--- src/rtl/led_chaser_param.sv ---
// Parametrised LED chaser: rotate, bounce and fill/drain patterns with a step
// prescaler and registered step/wrap pulses for chaining several banks.
module led_chaser_param #(
  parameter int WIDTH = 8,
  parameter int RUN   = 2,
  parameter int DIV   = 1
) (
  input  logic             clk,
  input  logic             rs,
  input  logic             en,
  input  logic [1:0]       mode,
  output logic [WIDTH-1:0] led,
  output logic             step,
  output logic             wrap
);

  // mode_q | meaning
  // ROL    | RUN-wide window rotating towards the MSB
  // ROR    | RUN-wide window rotating towards the LSB
  // BOUNCE | non-wrapping window sweeping up and back down
  // FILL   | bar graph filling to WIDTH then draining to 0
  typedef enum logic [1:0] {
    MODE_ROL    = 2'b00,
    MODE_ROR    = 2'b01,
    MODE_BOUNCE = 2'b10,
    MODE_FILL   = 2'b11
  } mode_e;

  localparam int CW = (DIV > 1) ? $clog2(DIV) : 1;
  localparam int PW = $clog2(WIDTH + 1);

  localparam logic [CW-1:0]    CNT_TOP    = CW'(DIV - 1);
  localparam logic [PW-1:0]    POS_LAST   = PW'(WIDTH - 1);
  localparam logic [PW-1:0]    BOUNCE_TOP = PW'(WIDTH - RUN);
  localparam logic [PW-1:0]    FILL_TOP   = PW'(WIDTH);
  localparam logic [WIDTH-1:0] HOME       = WIDTH'((64'd1 << RUN) - 64'd1);

  mode_e            mode_q, mode_d;
  logic [CW-1:0]    cnt_q, cnt_d;
  logic [PW-1:0]    pos_q, pos_d;
  logic             dir_q, dir_d;
  logic [WIDTH-1:0] led_q, led_d;
  logic             step_q, step_d;
  logic             wrap_q, wrap_d;
  logic             tick;

  // Double-width shift then fold the upper half back in gives a circular rotate.
  function automatic logic [WIDTH-1:0] window(input logic [PW-1:0] p);
    logic [2*WIDTH-1:0] t;
    t = {{WIDTH{1'b0}}, HOME} << p;
    return t[WIDTH-1:0] | t[2*WIDTH-1:WIDTH];
  endfunction

  function automatic logic [WIDTH-1:0] level(input logic [PW-1:0] p);
    return ~({WIDTH{1'b1}} << p);
  endfunction

  always_comb begin
    mode_d = mode_q;
    cnt_d  = cnt_q;
    pos_d  = pos_q;
    dir_d  = dir_q;
    led_d  = led_q;
    step_d = 1'b0;
    wrap_d = 1'b0;
    tick   = 1'b0;

    if (mode != mode_q) begin
      // a pending tick on a mode change is dropped on purpose
      mode_d = mode_e'(mode);
      cnt_d  = '0;
      pos_d  = '0;
      dir_d  = 1'b0;
      led_d  = (mode_e'(mode) == MODE_FILL) ? '0 : HOME;
    end else if (en) begin
      if (cnt_q == CNT_TOP) begin
        cnt_d = '0;
        tick  = 1'b1;
      end else begin
        cnt_d = cnt_q + CW'(1);
      end
    end

    if (tick) begin
      step_d = 1'b1;
      case (mode_q)
        MODE_ROL: begin
          if (pos_q == POS_LAST) begin
            pos_d  = '0;
            wrap_d = 1'b1;
          end else begin
            pos_d = pos_q + PW'(1);
          end
        end
        MODE_ROR: begin
          if (pos_q == '0) begin
            pos_d  = POS_LAST;
            wrap_d = 1'b1;
          end else begin
            pos_d = pos_q - PW'(1);
          end
        end
        MODE_BOUNCE: begin
          if (!dir_q) begin
            pos_d = pos_q + PW'(1);
            if (pos_d == BOUNCE_TOP) dir_d = 1'b1;
          end else begin
            pos_d = pos_q - PW'(1);
            if (pos_d == '0) begin
              dir_d  = 1'b0;
              wrap_d = 1'b1;
            end
          end
        end
        default: begin
          if (!dir_q) begin
            pos_d = pos_q + PW'(1);
            if (pos_d == FILL_TOP) dir_d = 1'b1;
          end else begin
            pos_d = pos_q - PW'(1);
            if (pos_d == '0) begin
              dir_d  = 1'b0;
              wrap_d = 1'b1;
            end
          end
        end
      endcase
      led_d = (mode_q == MODE_FILL) ? level(pos_d) : window(pos_d);
    end
  end

  always_ff @(posedge clk or negedge rs) begin
    if (!rs) begin
      mode_q <= MODE_ROL;
      cnt_q  <= '0;
      pos_q  <= '0;
      dir_q  <= 1'b0;
      led_q  <= HOME;
      step_q <= 1'b0;
      wrap_q <= 1'b0;
    end else begin
      mode_q <= mode_d;
      cnt_q  <= cnt_d;
      pos_q  <= pos_d;
      dir_q  <= dir_d;
      led_q  <= led_d;
      step_q <= step_d;
      wrap_q <= wrap_d;
    end
  end

  assign led  = led_q;
  assign step = step_q;
  assign wrap = wrap_q;

endmodule

--- config.mk ---
export PLATFORM = sky130hd
export DESIGN_NAME = led_chaser_param
export DESIGN_NICKNAME = d
export VERILOG_FILES = /design/src/rtl/led_chaser_param.sv
export SDC_FILE = /design/constraint.sdc
export NUM_CORES = 1
export LEC_CHECK = 0
export ABC_AREA = 1
export CAP_MARGIN = 20
export CORE_ASPECT_RATIO = 0.9
export CORE_MARGIN = 4
export CORE_UTILIZATION = 55
export DETAILED_ROUTE_END_ITERATION = 12
export PLACE_DENSITY_LB_ADDON = 0.2
export SLEW_MARGIN = 15
export SYNTH_ARGS = -nofsm -noshare
export SYNTH_HDL_FRONTEND = slang
export SYNTH_SLANG_ARGS = --single-unit
export TNS_END_PERCENT = 5
--- constraint.sdc ---
create_clock -name clk -period 3.6 [get_ports clk]
set_input_delay 0.36 -clock clk [delete_from_list [all_inputs] [get_ports clk]]
set_output_delay 0.36 -clock clk [all_outputs]
set_load 0.02 [all_outputs]
==> metrics <==
status=finished, final reports clean; Wirelength per Cell=13.8 um; Top Family by Delay on Critical Path=flip-flops; final worst path period need=2230 ps; H-tree depth=1; Synthesized Nets=184; hold buffer count at cts=0; worst min-delay path class=register to register; register bit count reported by yosys=17; fillers=168; port bufs=14; Starting Density=0.596; Vias=1204; final hold vios=0; Synth cell types=30; setup_tns=0 ps; std cell rows=16; gr ovfl total=0; WS Path Type=register to register; via/cell ratio=5.68; Total GRT Usage=0.207; largest net degree at the start of global routing=18; first-pass GRT wire length=5.06 mm; clk root buf=clkbuf_4; slowest stage delay, CP=680 ps; CTS Buf Count=3; CP Launch Type=register; post-CTS setup buffer count=0; Synth Area per Inst=7.77 sq um; CTS max path bufs=2; Ys Warns=0; final setup vio count=0; CP Max Fanout=11; wirelength, routed=2.93 mm; RSZ-0062 raised after global routing=false; Iter 0 DRT Violations=78; commonest cells after routing, fill and taps aside=nand2_1, nand3_1, dfrtp_1, inv_1, clkdlybuf4s50_1; clk_lat worst skew=290 ps; Die X=60.0 um; Worst Path Arrival=2450 ps; number of global-route vias before repair=1099; IO Pins=15; Post-CTS Resized=0; Post-DP HPWL=2.30 mm; fraction of layout cells with a size suffix above 1=0.222; Slew Limit Fails=0; leakage=0.000714 uW; worst path required time=3820 ps; commonest non-fill, non-tap cell in the layout=nand2_1; critical path cell sequence=inv_1 > nand2_1 > a21oi_2 > nand2_1 > nand3_2 > inv_2 > ha_1 > inv_1 > a21oi_2 > nand2_1 > nand2_1 > nand2_1 > a21oi_1; clk slew on worst S/H paths=90 ps; drt first pass iters=4; Slowest-stage cell, CP=dfrtp_1; cell area power density=322 mW/mm^2; CTS sink cnt=17; nets@finish=198; CP dominant cell by count=nand2_1; crit share post-route=0.619; mapped cell area=0.00134 sq mm; CTS tree=done; Worst slew margin=0.455; DRC viols=0; WHS=498 ps; max cap viols=0; Seq/Total Area, Yosys=0.320; worst-margin pin slew=815 ps; crit path capture type=register; initial antenna violation count=0; Core ar.=0.00224 sq mm; post-synthesis instance total=172; number of buffers and inverters on the critical path=3; skew final=0.976 ps; full die area=0.00328 sq mm; Die Height=54.8 um; Final GP Congestion=0.988; ant diodes=0; Routed Antenna Nets=0; maximum VDD drop=0.279 mV; area grow syn2layout=11.9%; Fmax=0.449 GHz
[where the power goes]
part | internal (uW) | switching, uW | total, uW | leakage [uW]
logic | 59.8 | 101 | 161 | 0.000476
clock network | 43.1 | 57.8 | 101 | 0.0000150
registers | 205 | 14.8 | 220 | 0.000223
[logic make-up (layout without fill, tap and decap cells)]
family                   count (synthesis)  count (layout)  synth area share
AO/OA/AOI/OAI                           19              19            0.0852
XOR/XNOR                                 3               3            0.0309
adder cells (fa/ha/maj)                  7               7            0.0655
buffers and inverters                   27              40            0.0974
flip-flops                              17              17             0.320
AND/OR/NAND/NOR                         99              99             0.401
[stage by stage]
stage                     instances  power, uW  setup WS (ps)  utilization  area [sq um]
after floorplan                 172        338           1680            -          1340
after global placement          208        376           1550        0.655          1470
after detailed placement        208        382           1440        0.655          1470
after CTS                       212        485           1420        0.667          1500
after global routing            212        512           1150        0.667          1500
final                           212        481           1370        0.667          1500
[worst register-to-register path, stage by stage, from the launching register on]
cell and delay (ps):
dfrtp_1 680, inv_1 200, nand2_1 190, a21oi_2 80
nand2_1 90, nand3_2 130, inv_2 110, ha_1 180
inv_1 70, a21oi_2 130, nand2_1 60, nand2_1 50
nand2_1 50, a21oi_1 140
[sequential cells by signal (all words and copies together) (netlist names)]
name	count
led	8
pos_q	4
mode_q	2
dir_q	1
wrap	1
step	1
[layout make-up]
| type | count | area (sq um) | area share |
|---|---|---|---|
| timing repair buffer | 14 | 140 | 0.0937 |
| clock buffer | 4 | 26.3 | 0.0176 |
| multi-input combinational | 128 | 778 | 0.521 |
| inverter | 22 | 88.8 | 0.0594 |
| tap | 27 | 33.8 | 0.0226 |
| sequential | 17 | 428 | 0.286 |
[cell usage after synthesis]
cell,n,area [sq um]
nor2_1,6,22.5
o21ai_0,1,5.00
clkbuf_1,2,7.51
nand2_1,47,176
nand2_4,2,22.5
nor3_1,2,10.0
nor2_2,4,25.0
dfstp_2,2,52.6
nor2_8,1,20.0
buf_6,3,33.8
nand4_2,1,12.5
clkinv_2,1,5.00
a21oi_2,3,26.3
nand4_1,4,25.0
ha_1,7,87.6
xnor2_1,1,8.76
xnor2_2,2,32.5
nor2_4,3,33.8
clkinv_4,1,8.76
inv_2,6,22.5
nor4_1,1,6.26
a21oi_1,1,5.00
inv_1,14,52.6
nand3_1,16,80.1
o31ai_1,2,15.0
nand2_2,5,31.3
nand3_2,7,70.1
dfrtp_1,15,375
o22ai_1,2,12.5
o21ai_1,10,50.1
[metal layers]
| metal | share of wire | vias up | global-route usage |
|---|---|---|---|
| li1 | - | 589 | - |
| met1 | 0.43 | 550 | 0.288 |
| met2 | 0.44 | 57 | 0.329 |
| met3 | 0.099 | 8 | 0.0472 |
| met4 | 0.024 | 0 | 0.0443 |
| met5 | 0 | - | 0 |
[worst paths after layout]
kind | start | endpoint | slack [ps] | cells after the start
hold reg to reg | led[7] | led[7] | 500 | 2
setup reg to reg | mode_q[1] | led[0] | 1370 | 13
setup / recovery | mode_q[1] | led[0] | 1370 | 13
max in group asynchronous | rs | mode_q[1] | 2570 | 1
min in group asynchronous | rs | wrap | 540 | 1
hold / removal | led[7] | led[7] | 500 | 2
(Power assumes the default switching activity.)
